**src/rtl/dma_req_splitter.sv**
```systemverilog
// ============================================================================
// Module      : dma_req_splitter
// Description : Splits one DMA descriptor into bursts of at most 1 KB that
//               never cross a 1 KB address boundary.
// Revision    : 1.0 - initial release
// ============================================================================
`default_nettype none

module dma_req_splitter #(
   parameter int ABITS = 48
) (
   input  logic             i_clk,
   input  logic             i_rst,
   input  logic             i_desc_valid,
   output logic             o_desc_ready,
   input  logic             i_desc_write,
   input  logic [ABITS-1:0] i_desc_addr,
   input  logic [15:0]      i_desc_nwords,
   input  logic             i_wdata_valid,
   output logic             o_wdata_ready,
   input  logic [63:0]      i_wdata,
   output logic             o_req_mem_valid,
   input  logic             i_req_mem_ready,
   output logic             o_req_mem_write,
   output logic [9:0]       o_req_mem_bytes,
   output logic [ABITS-1:0] o_req_mem_addr,
   output logic [7:0]       o_req_mem_strob,
   output logic [63:0]      o_req_mem_data,
   output logic             o_req_mem_last,
   input  logic             i_resp_mem_valid,
   output logic             o_resp_mem_ready,
   input  logic             i_resp_mem_last,
   input  logic             i_resp_mem_fault,
   input  logic [63:0]      i_resp_mem_data,
   output logic             o_rdata_valid,
   input  logic             i_rdata_ready,
   output logic [63:0]      o_rdata,
   output logic             o_busy,
   output logic             o_done,
   output logic             o_fault
);

   localparam logic [ABITS-1:0] C_ALIGN_MASK = {{(ABITS-3){1'b1}}, 3'b000};

   typedef enum logic [1:0] {
      ST_IDLE = 2'd0,
      ST_CALC = 2'd1,
      ST_REQ  = 2'd2,
      ST_RESP = 2'd3
   } state_t;

   state_t           state_q, state_d;
   logic [ABITS-1:0] addr_q, addr_d;
   logic [15:0]      rem_q, rem_d;
   logic             write_q, write_d;
   logic [6:0]       beat_q, beat_d;
   logic [7:0]       burst_q, burst_d;
   logic [9:0]       bytes_q, bytes_d;
   logic             done_q, done_d;
   logic             fault_q, fault_d;

   logic [7:0]       w_to_bnd;
   logic [7:0]       w_burst;
   logic             w_in_req;
   logic             w_in_resp;
   logic             w_beat_hs;
   logic             w_resp_hs;
   logic [15:0]      w_rem_next;
   logic [ABITS-1:0] w_addr_next;

   // Words left before the next 1 KB boundary; 128 when already aligned.
   assign w_to_bnd    = 8'd128 - {1'b0, addr_q[9:3]};
   assign w_burst     = (rem_q < {8'd0, w_to_bnd}) ? rem_q[7:0] : w_to_bnd;
   assign w_rem_next  = rem_q - {8'd0, burst_q};
   assign w_addr_next = addr_q + {{(ABITS-11){1'b0}}, burst_q, 3'b000};

   assign w_in_req    = (state_q == ST_REQ);
   assign w_in_resp   = (state_q == ST_RESP);
   assign w_beat_hs   = i_wdata_valid & i_req_mem_ready;
   assign w_resp_hs   = i_resp_mem_valid & o_resp_mem_ready;

   assign o_desc_ready     = (state_q == ST_IDLE);
   assign o_busy           = (state_q != ST_IDLE);
   assign o_done           = done_q;
   assign o_fault          = fault_q;

   assign o_req_mem_valid  = w_in_req & (write_q ? i_wdata_valid : 1'b1);
   assign o_wdata_ready    = w_in_req & write_q & i_req_mem_ready;
   assign o_req_mem_write  = write_q;
   assign o_req_mem_bytes  = bytes_q;
   assign o_req_mem_addr   = addr_q;
   assign o_req_mem_strob  = {8{write_q}};
   assign o_req_mem_data   = (w_in_req & write_q) ? i_wdata : 64'd0;
   assign o_req_mem_last   = write_q ? (beat_q == 7'd0) : 1'b1;

   assign o_resp_mem_ready = w_in_resp & (write_q | i_rdata_ready);
   assign o_rdata_valid    = w_in_resp & ~write_q & i_resp_mem_valid;
   assign o_rdata          = (w_in_resp & ~write_q) ? i_resp_mem_data : 64'd0;

   always_comb begin
      state_d = state_q;
      addr_d  = addr_q;
      rem_d   = rem_q;
      write_d = write_q;
      beat_d  = beat_q;
      burst_d = burst_q;
      bytes_d = bytes_q;
      done_d  = 1'b0;
      fault_d = fault_q;
      case (state_q)
         ST_IDLE: begin
            if (i_desc_valid) begin
               addr_d  = i_desc_addr & C_ALIGN_MASK;
               rem_d   = i_desc_nwords;
               write_d = i_desc_write;
               fault_d = 1'b0;
               if (i_desc_nwords == 16'd0) begin
                  done_d = 1'b1;
               end else begin
                  state_d = ST_CALC;
               end
            end
         end
         ST_CALC: begin
            // A full 128-word burst encodes as 0 bytes and 127 remaining beats.
            burst_d = w_burst;
            bytes_d = {w_burst[6:0], 3'b000};
            beat_d  = w_burst[6:0] - 7'd1;
            state_d = ST_REQ;
         end
         ST_REQ: begin
            if (write_q) begin
               if (w_beat_hs) begin
                  beat_d = beat_q - 7'd1;
                  if (beat_q == 7'd0) begin
                     state_d = ST_RESP;
                  end
               end
            end else if (i_req_mem_ready) begin
               state_d = ST_RESP;
            end
         end
         ST_RESP: begin
            if (w_resp_hs) begin
               if (i_resp_mem_fault) begin
                  fault_d = 1'b1;
               end
               if (i_resp_mem_last) begin
                  addr_d = w_addr_next;
                  rem_d  = w_rem_next;
                  if (w_rem_next == 16'd0) begin
                     state_d = ST_IDLE;
                     done_d  = 1'b1;
                  end else begin
                     state_d = ST_CALC;
                  end
               end
            end
         end
         default: state_d = ST_IDLE;
      endcase
   end

   always_ff @(posedge i_clk or posedge i_rst) begin
      if (i_rst) begin
         state_q <= ST_IDLE;
         addr_q  <= '0;
         rem_q   <= '0;
         write_q <= 1'b0;
         beat_q  <= '0;
         burst_q <= '0;
         bytes_q <= '0;
         done_q  <= 1'b0;
         fault_q <= 1'b0;
      end else begin
         state_q <= state_d;
         addr_q  <= addr_d;
         rem_q   <= rem_d;
         write_q <= write_d;
         beat_q  <= beat_d;
         burst_q <= burst_d;
         bytes_q <= bytes_d;
         done_q  <= done_d;
         fault_q <= fault_d;
      end
   end

endmodule

`default_nettype wire

```
**config.mk**
```make
export PLATFORM = sky130hd
export DESIGN_NAME = dma_req_splitter
export DESIGN_NICKNAME = d
export VERILOG_FILES = /design/src/rtl/dma_req_splitter.sv
export SDC_FILE = /design/constraint.sdc
export NUM_CORES = 1
export LEC_CHECK = 0
export ABC_CLOCK_PERIOD_IN_PS = 5100
export CORE_AREA = 2 2 172 174
export DETAILED_ROUTE_END_ITERATION = 16
export DIE_AREA = 0 0 174 176
export GPL_TIMING_DRIVEN = 0
export PLACE_DENSITY = 0.52
export SLEW_MARGIN = 0
export SYNTH_ARGS = -nofsm -noshare
export SYNTH_HDL_FRONTEND = slang
export SYNTH_SLANG_ARGS = --single-unit
```
**constraint.sdc**
```tcl
create_clock -name i_clk -period 5.1 [get_ports i_clk]
set_clock_uncertainty 0.15 [all_clocks]
set_input_delay 1.53 -clock i_clk [delete_from_list [all_inputs] [get_ports i_clk]]
set_output_delay 1.53 -clock i_clk [all_outputs]
set_load 0.01 [all_outputs]
```
==> results of run 1 <==
[final cells by class]
type                    count  area (sq um)  share of cell area [%]
diodes                      3         7.507                 0.06432
multi-input cells         696          4333                   37.12
inverters                  34         131.4                   1.126
well taps                 384         480.5                   4.117
flip-flops and latches     81          2027                   17.37
plain buffers              79         384.1                   3.291
repair buffers            397          3991                   34.20
clock buffers              11         252.7                   2.166
clock inverters             5         63.81                  0.5467
[cell usage after synthesis, types with 13 or more instances]
cell type	n	area, sq um
a21oi_1	72	360.4
a31oi_1	13	81.33
and2_1	69	431.7
and3_1	76	475.5
buf_4	23	172.7
clkbuf_1	55	206.5
dfrtp_1	81	2027
ha_1	29	362.9
inv_1	33	123.9
mux2i_1	32	320.3
nand2_1	68	255.2
nand3_1	38	190.2
nor2_1	54	202.7
nor3_1	23	115.1
o21ai_0	56	280.3
o22ai_1	41	256.5
[per-layer routing]
| layer | part of all wire (%) | global-route usage [%] | vias up |
|---|---|---|---|
| met5 | 0 | 0 | - |
| met1 | 44 | 26.89 | 3730 |
| met3 | 6.6 | 5.792 | 23 |
| met2 | 48 | 35.42 | 257 |
| li1 | - | - | 3981 |
| met4 | 1.3 | 4.412 | 0 |
[cells by family after synthesis]
kind of cell	share of synthesized area, %
compound gates	19.35
xor+xnor	1.918
fa+ha+maj	5.883
buf+inv	7.455
flops	29.60
mux	5.609
other cells	0.05476
simple gates	30.13
[power by group through the flow]
stage	Sequential (mW)	Clock [mW]	Combinational, mW
5_1_grt	1.52	0.748	5.24
2_1_floorplan	1.40	0	2.74
3_5_place_dp	1.46	0	4.73
3_3_place_gp	1.46	0	4.67
6_report	1.45	0.710	4.73
4_1_cts	1.45	0.728	4.76
[flip-flops by register name, indices dropped and copies added, names as in the netlist]
name / count
o_fault: 1
rem_q: 16
o_req_mem_addr: 45
state_q: 2
burst_q: 8
o_done: 1
o_req_mem_write: 1
beat_q: 7
[metrics by stage]
stage                     area (sq um)  power, mW  utilization (%)  TNS [ns]  std cells
after floorplan                   6867      4.137                -         0        890
after global placement           11310      6.129            39.62    -26.31       1670
after detailed placement         11340      6.193            39.73  -0.03710       1671
after CTS                        11660      6.938            40.84         0       1687
after global routing             11670      7.514            40.87         0       1688
final                            11670      6.894            40.88         0       1690
[repair_timing]
action | in CTS | in global routing
endpoints found under the setup margin | 2 | 49
gates resized for setup | 1 | 3
endpoints found under the hold margin | 0 | 0
buffers inserted | 0 | 0
pin swaps | 0 | 2
[worst max-delay path: cells and delay by family]
family          cells  cell delay [ns]
compound gates      5             1.06
buf+inv             4             2.01
simple gates        2             0.28
[final timing paths]
check | startpoint | slack [ns] | to | cells past startpoint
min reg2reg | rem_q[0]$_DFFE_PP0P_ | 0.36 | rem_q[0]$_DFFE_PP0P_ | 2
max | i_rdata_ready | 0.33 | rem_q[8]$_DFFE_PP0P_ | 11
min | rem_q[0]$_DFFE_PP0P_ | 0.36 | rem_q[0]$_DFFE_PP0P_ | 2
max in group asynchronous | i_rst | 2.76 | rem_q[14]$_DFFE_PP0P_ | 3
min in group asynchronous | i_rst | 1.42 | o_req_mem_addr[9]$_DFFE_PP0P_ | 2
max reg2reg | o_req_mem_addr[5]$_DFFE_PP0P_ | 0.39 | beat_q[6]$_DFFE_PP0P_ | 16
==> results.sh, run 1 <==
export IMPL_outcome="finished, final reports clean"
export IMPL_grt_usage_pct=21.00
export IMPL_critPathSlowestCell="clkbuf_1"
export IMPL_finalCritPeriodShare_pct=93.44
export IMPL_cts_tree="done"
export IMPL_ir_drop_v=0.0002569
export IMPL_dp_slack_ns=-0.03336
export IMPL_syn_instance_count=885
export IMPL_crit_path_end_kind="flip-flop"
export IMPL_worst_pin_slew_ns=1.140
export IMPL_maxCapViolCount=0
export IMPL_die_w_um=174
export IMPL_leakage_nw=4.852
export IMPL_fin_crit_ns=4.765
export IMPL_seq_power_share_pct=21.1
export IMPL_antenna_found_initial=2
export IMPL_dp_hpwl_mm=27.43
export IMPL_nNetsFinal=1531
export IMPL_timing_slew_headroom_pct=23.30
export IMPL_rows=62
export IMPL_p_sw_share_pct=47.95
export IMPL_grt_overflow=0
export IMPL_pin_count=406
export IMPL_power_share_clock_pct=10.3
export IMPL_p_switching_mw=3.306
export IMPL_cp_required_ns=5.22
export IMPL_ys_warn_count=0
export IMPL_worst_slack_ns=0.3347
export IMPL_max_freq_mhz=209.9
export IMPL_final_common_cell="clkdlybuf4s50_1"
export IMPL_rsz0062_at_grt="no"
export IMPL_portBuffers=396
export IMPL_synth_edf_count=0
export IMPL_async_flop_share_pct=100.0
export IMPL_path_cells="clkdlybuf4s50_1 -> o21a_1 -> and2_1 -> nand2_1 -> a21boi_0 -> o21a_1 -> clkbuf_1 -> clkbuf_1 -> clkbuf_1 -> o22ai_1 -> a21oi_1"
export IMPL_cellPowerDensity_nw_per_um2=590.7
export IMPL_clk_pin_slew_worst_paths_ns=0.07
export IMPL_antenna_left=0
export IMPL_clock_sinks=81
export IMPL_path_class="primary input to flip-flop"
export IMPL_fillCellCount=3017
export IMPL_avgSynthCellArea_sq_um=7.738
export IMPL_drv_slew=0
export IMPL_syn_cell_area_sq_um=6848
export IMPL_setup_viol=0
export IMPL_drtPass1Iterations=4
export IMPL_cts_root_buffer="clkbuf_16"
export IMPL_cts_buffers_inserted=9
export IMPL_htree_num_levels=3
export IMPL_clock_latency_ns=0.35
export IMPL_intPower_mw=3.588
export IMPL_vias_per_cell=4.728
export IMPL_grt_pass1_wl_mm=49.51
export IMPL_ys_ff_latch=81
export IMPL_slowest_delay_ns=0.57
export IMPL_final_layout_size_suffix_gt1_share_pct=4.835
export IMPL_ys_types=62
export IMPL_grt_max_degree=48
export IMPL_hold_buffers=0
export IMPL_crit_top_cell="clkbuf_1"
export IMPL_drc_errors=0
export IMPL_ys_seq_area_share_pct=29.60
export IMPL_mostFrequentLayoutCells="clkdlybuf4s50_1, dfrtp_1, and3_1, a21oi_1, and2_1"
export IMPL_initial_core_util_pct=23.99
export IMPL_vias=7991
export IMPL_core_area_sq_um=28550
export IMPL_drtIter0Drc=413
export IMPL_routedWlPerCell_um=19.70
export IMPL_hp_class="flip-flop to flip-flop"
export IMPL_grt_pass1_vias=8051
export IMPL_gp_congestion=0.8889
export IMPL_synth_ff_type="dfrtp_1"
export IMPL_cp_arrival_ns=4.89
export IMPL_cp_max_fo=10
export IMPL_holdWs_ns=0.3605
export IMPL_die_y_um=176
export IMPL_cts_buffer_depth=2
export IMPL_area_growth_pct=70.44
export IMPL_wl_mm=33.29
export IMPL_fp_dieArea_sq_um=30620
export IMPL_hold_viol_final=0
export IMPL_pwr_share_comb_pct=68.6
export IMPL_start_kind="primary input"
Power figures use the tool's default switching activity.
==> inputs of run 2 (changes only) <==
--- a/config.mk
+++ b/config.mk
@@ -5,11 +5,10 @@
 export SDC_FILE = /design/constraint.sdc
 export NUM_CORES = 1
 export LEC_CHECK = 0
-export ABC_CLOCK_PERIOD_IN_PS = 5100
+export ABC_CLOCK_PERIOD_IN_PS = 5800
 export CORE_AREA = 2 2 172 174
 export DETAILED_ROUTE_END_ITERATION = 16
 export DIE_AREA = 0 0 174 176
-export GPL_TIMING_DRIVEN = 0
 export PLACE_DENSITY = 0.52
 export SLEW_MARGIN = 0
 export SYNTH_ARGS = -nofsm -noshare
==> constraint.sdc (replaced) <==
create_clock -name i_clk -period 5.8 [get_ports i_clk]
set_clock_uncertainty 0.15 [all_clocks]
set_input_delay 1.74 -clock i_clk [delete_from_list [all_inputs] [get_ports i_clk]]
set_output_delay 1.74 -clock i_clk [all_outputs]
set_load 0.01 [all_outputs]
==> run 2 against run 1 <==
Hold slack worse by 0.019 ns. Flip-flop and latch count stayed put. Cell count is 4.0% lower. Final area is 2.8% lower. Core utilization is 1.1 points lower. Sequential share of layout area is 0.51 points higher. First-iteration DRC count is 10% higher. Largest power group unchanged.
==> results.sh, run 2 (synthesized netlist as in run 1, its figures left out) <==
export IMPL_outcome="finished, final reports clean"
export IMPL_maxCapViolCount=0
export IMPL_post_cts_buffers=0
export IMPL_fin_util_pct=39.74
export IMPL_clock_sinks=81
export IMPL_antenna_left=0
export IMPL_grt_overflow=0
export IMPL_cts_root_buffer="clkbuf_16"
export IMPL_portBuffers=396
export IMPL_vias_per_cell=4.749
export IMPL_pin_count=406
export IMPL_clk_pin_slew_worst_paths_ns=0.07
export IMPL_hold_buffers=0
export IMPL_fin_crit_ns=4.939
export IMPL_die_y_um=176
export IMPL_grt_pass1_vias=7467
export IMPL_start_kind="primary input"
export IMPL_grt_usage_pct=19.34
export IMPL_cts_buffers_inserted=9
export IMPL_fin_setup_tns_ns=0
export IMPL_path_class="primary input to output pin"
export IMPL_path_depth=4
export IMPL_fillCellCount=2991
export IMPL_mostFrequentLayoutCells="clkdlybuf4s50_1, dfrtp_1, and3_1, a21oi_1, and2_1"
export IMPL_vias=7703
export IMPL_cts_resized=0
export IMPL_antenna_found_initial=3
export IMPL_leakage_nw=4.718
export IMPL_holdWs_ns=0.3418
export IMPL_worst_pin_slew_ns=0.9795
export IMPL_cp_required_ns=3.91
export IMPL_hold_viol_final=0
export IMPL_gp_congestion=0.8303
export IMPL_critPathSlowestCell="clkdlybuf4s50_1"
export IMPL_fp_dieArea_sq_um=30620
export IMPL_regToRegSetupSlack_ns=0.94
export IMPL_slowest_delay_ns=0.57
export IMPL_grt_pass1_wl_mm=45.88
export IMPL_wl_met1_mm=13.72
export IMPL_wl_mm=31.11
export IMPL_cts_tree="done"
export IMPL_max_freq_mhz=202.5
export IMPL_worst_slack_ns=0.8608
export IMPL_r2r_cells=16
export IMPL_core_area_sq_um=28550
export IMPL_nNetsFinal=1465
export IMPL_final_common_cell="clkdlybuf4s50_1"
export IMPL_finalCritPeriodShare_pct=85.16
export IMPL_htree_num_levels=3
export IMPL_wl_met3_mm=2.247
export IMPL_die_w_um=174
export IMPL_crit_top_cell="clkdlybuf4s50_1"
export IMPL_crit_path_end_kind="output pin"
export IMPL_multi_input_area_sq_um=4342
export IMPL_dp_slack_ns=0.8544
export IMPL_setup_viol=0
export IMPL_cts_buffer_depth=2
export IMPL_hp_class="flip-flop to flip-flop"
export IMPL_rsz0062_at_grt="no"
export IMPL_whs_path_depth=2
export IMPL_cp_max_fo=4
export IMPL_topRoutingLayerUsed="met5"
export IMPL_worst_path_buf_inv=3
export IMPL_drc_errors=0
export IMPL_initial_core_util_pct=23.99
export IMPL_timing_slew_headroom_pct=34.70
export IMPL_ir_drop_v=0.0001911
export IMPL_cp_arrival_ns=3.05
export IMPL_clock_latency_ns=0.36
export IMPL_critPathTopFamily="buffers and inverters"
export IMPL_rows=62
export IMPL_drtPass1Iterations=5
export IMPL_dp_hpwl_mm=24.66
export IMPL_routedWlPerCell_um=19.18
export IMPL_grt_max_degree=81
export IMPL_largest_register_ffs=45
export IMPL_drv_slew=0
export IMPL_path_cells="clkdlybuf4s50_1 -> inv_1 -> a21oi_1 -> clkdlybuf4s50_1"
export IMPL_ff_latch_area_sq_um=2028
export IMPL_area_growth_pct=65.69
export IMPL_totalPowerFinal_mw=5.810
export IMPL_route_met2_wl_mm=14.76
export IMPL_drtIter0Drc=456
export IMPL_final_layout_size_suffix_gt1_share_pct=4.527
export IMPL_cellPowerDensity_nw_per_um2=512.0
==> run 2: changes by cell type in the layout (fill, tap and decap cells not counted), sizes merged <==
cell / change
clkbuf: -57
buf: -11
clkinv: +2
diode: -2
==> run 2: worst reg2reg max path: stages (launching register included) <==
cell	delay, ns
dfrtp_1	0.47
or3_1	0.42
or2_2	0.29
or4_1	0.45
ha_1	0.32
o21ai_0	0.08
nor2_1	0.09
nor4_4	0.43
nand2_4	0.18
mux2i_1	0.19
mux2i_1	0.26
ha_1	0.29
nor3b_1	0.21
a31oi_1	0.11
nor4_2	0.42
mux2i_1	0.24
o221ai_1	0.13
==> run 2: final timing paths <==
path	from	end
max	i_wdata_valid	o_req_mem_valid
min	rem_q[0]$_DFFE_PP0P_	rem_q[0]$_DFFE_PP0P_
max reg2reg	o_req_mem_addr[5]$_DFFE_PP0P_	beat_q[6]$_DFFE_PP0P_
min reg2reg	rem_q[0]$_DFFE_PP0P_	rem_q[0]$_DFFE_PP0P_
max in group asynchronous	i_rst	o_req_mem_write$_DFFE_PP0P_
min in group asynchronous	i_rst	o_req_mem_addr[9]$_DFFE_PP0P_
==> run 2: power by group <==
group | internal [mW] | leakage (nW) | switching [mW] | total, mW
registers | 0.859 | 0.973 | 0.475 | 1.33
clock network | 0.334 | 0.146 | 0.266 | 0.600
logic | 1.85 | 3.60 | 2.03 | 3.88
==> run 2: cell type report <==
cell class | instances | share of cell area, %
antenna | 1 | 0.02206
clock buffer | 9 | 1.985
clock inverter | 7 | 0.6176
inverter | 34 | 1.136
multi-input combinational | 696 | 38.27
sequential | 81 | 17.88
tap | 384 | 4.235
timing repair buffer | 410 | 35.86
==> run 2: layer usage <==
metal,vias to the layer above,global-route usage [%]
li1,3841,-
met1,3591,25.31
met2,248,31.87
met3,21,5.771
met4,2,3.466
met5,-,0
==> run 2: through the flow <==
step	instances	area (sq um)
5_1_grt	1621	11340
2_1_floorplan	890	6867
3_3_place_gp	1605	11050
3_5_place_dp	1605	11050
4_1_cts	1621	11340
6_report	1622	11350
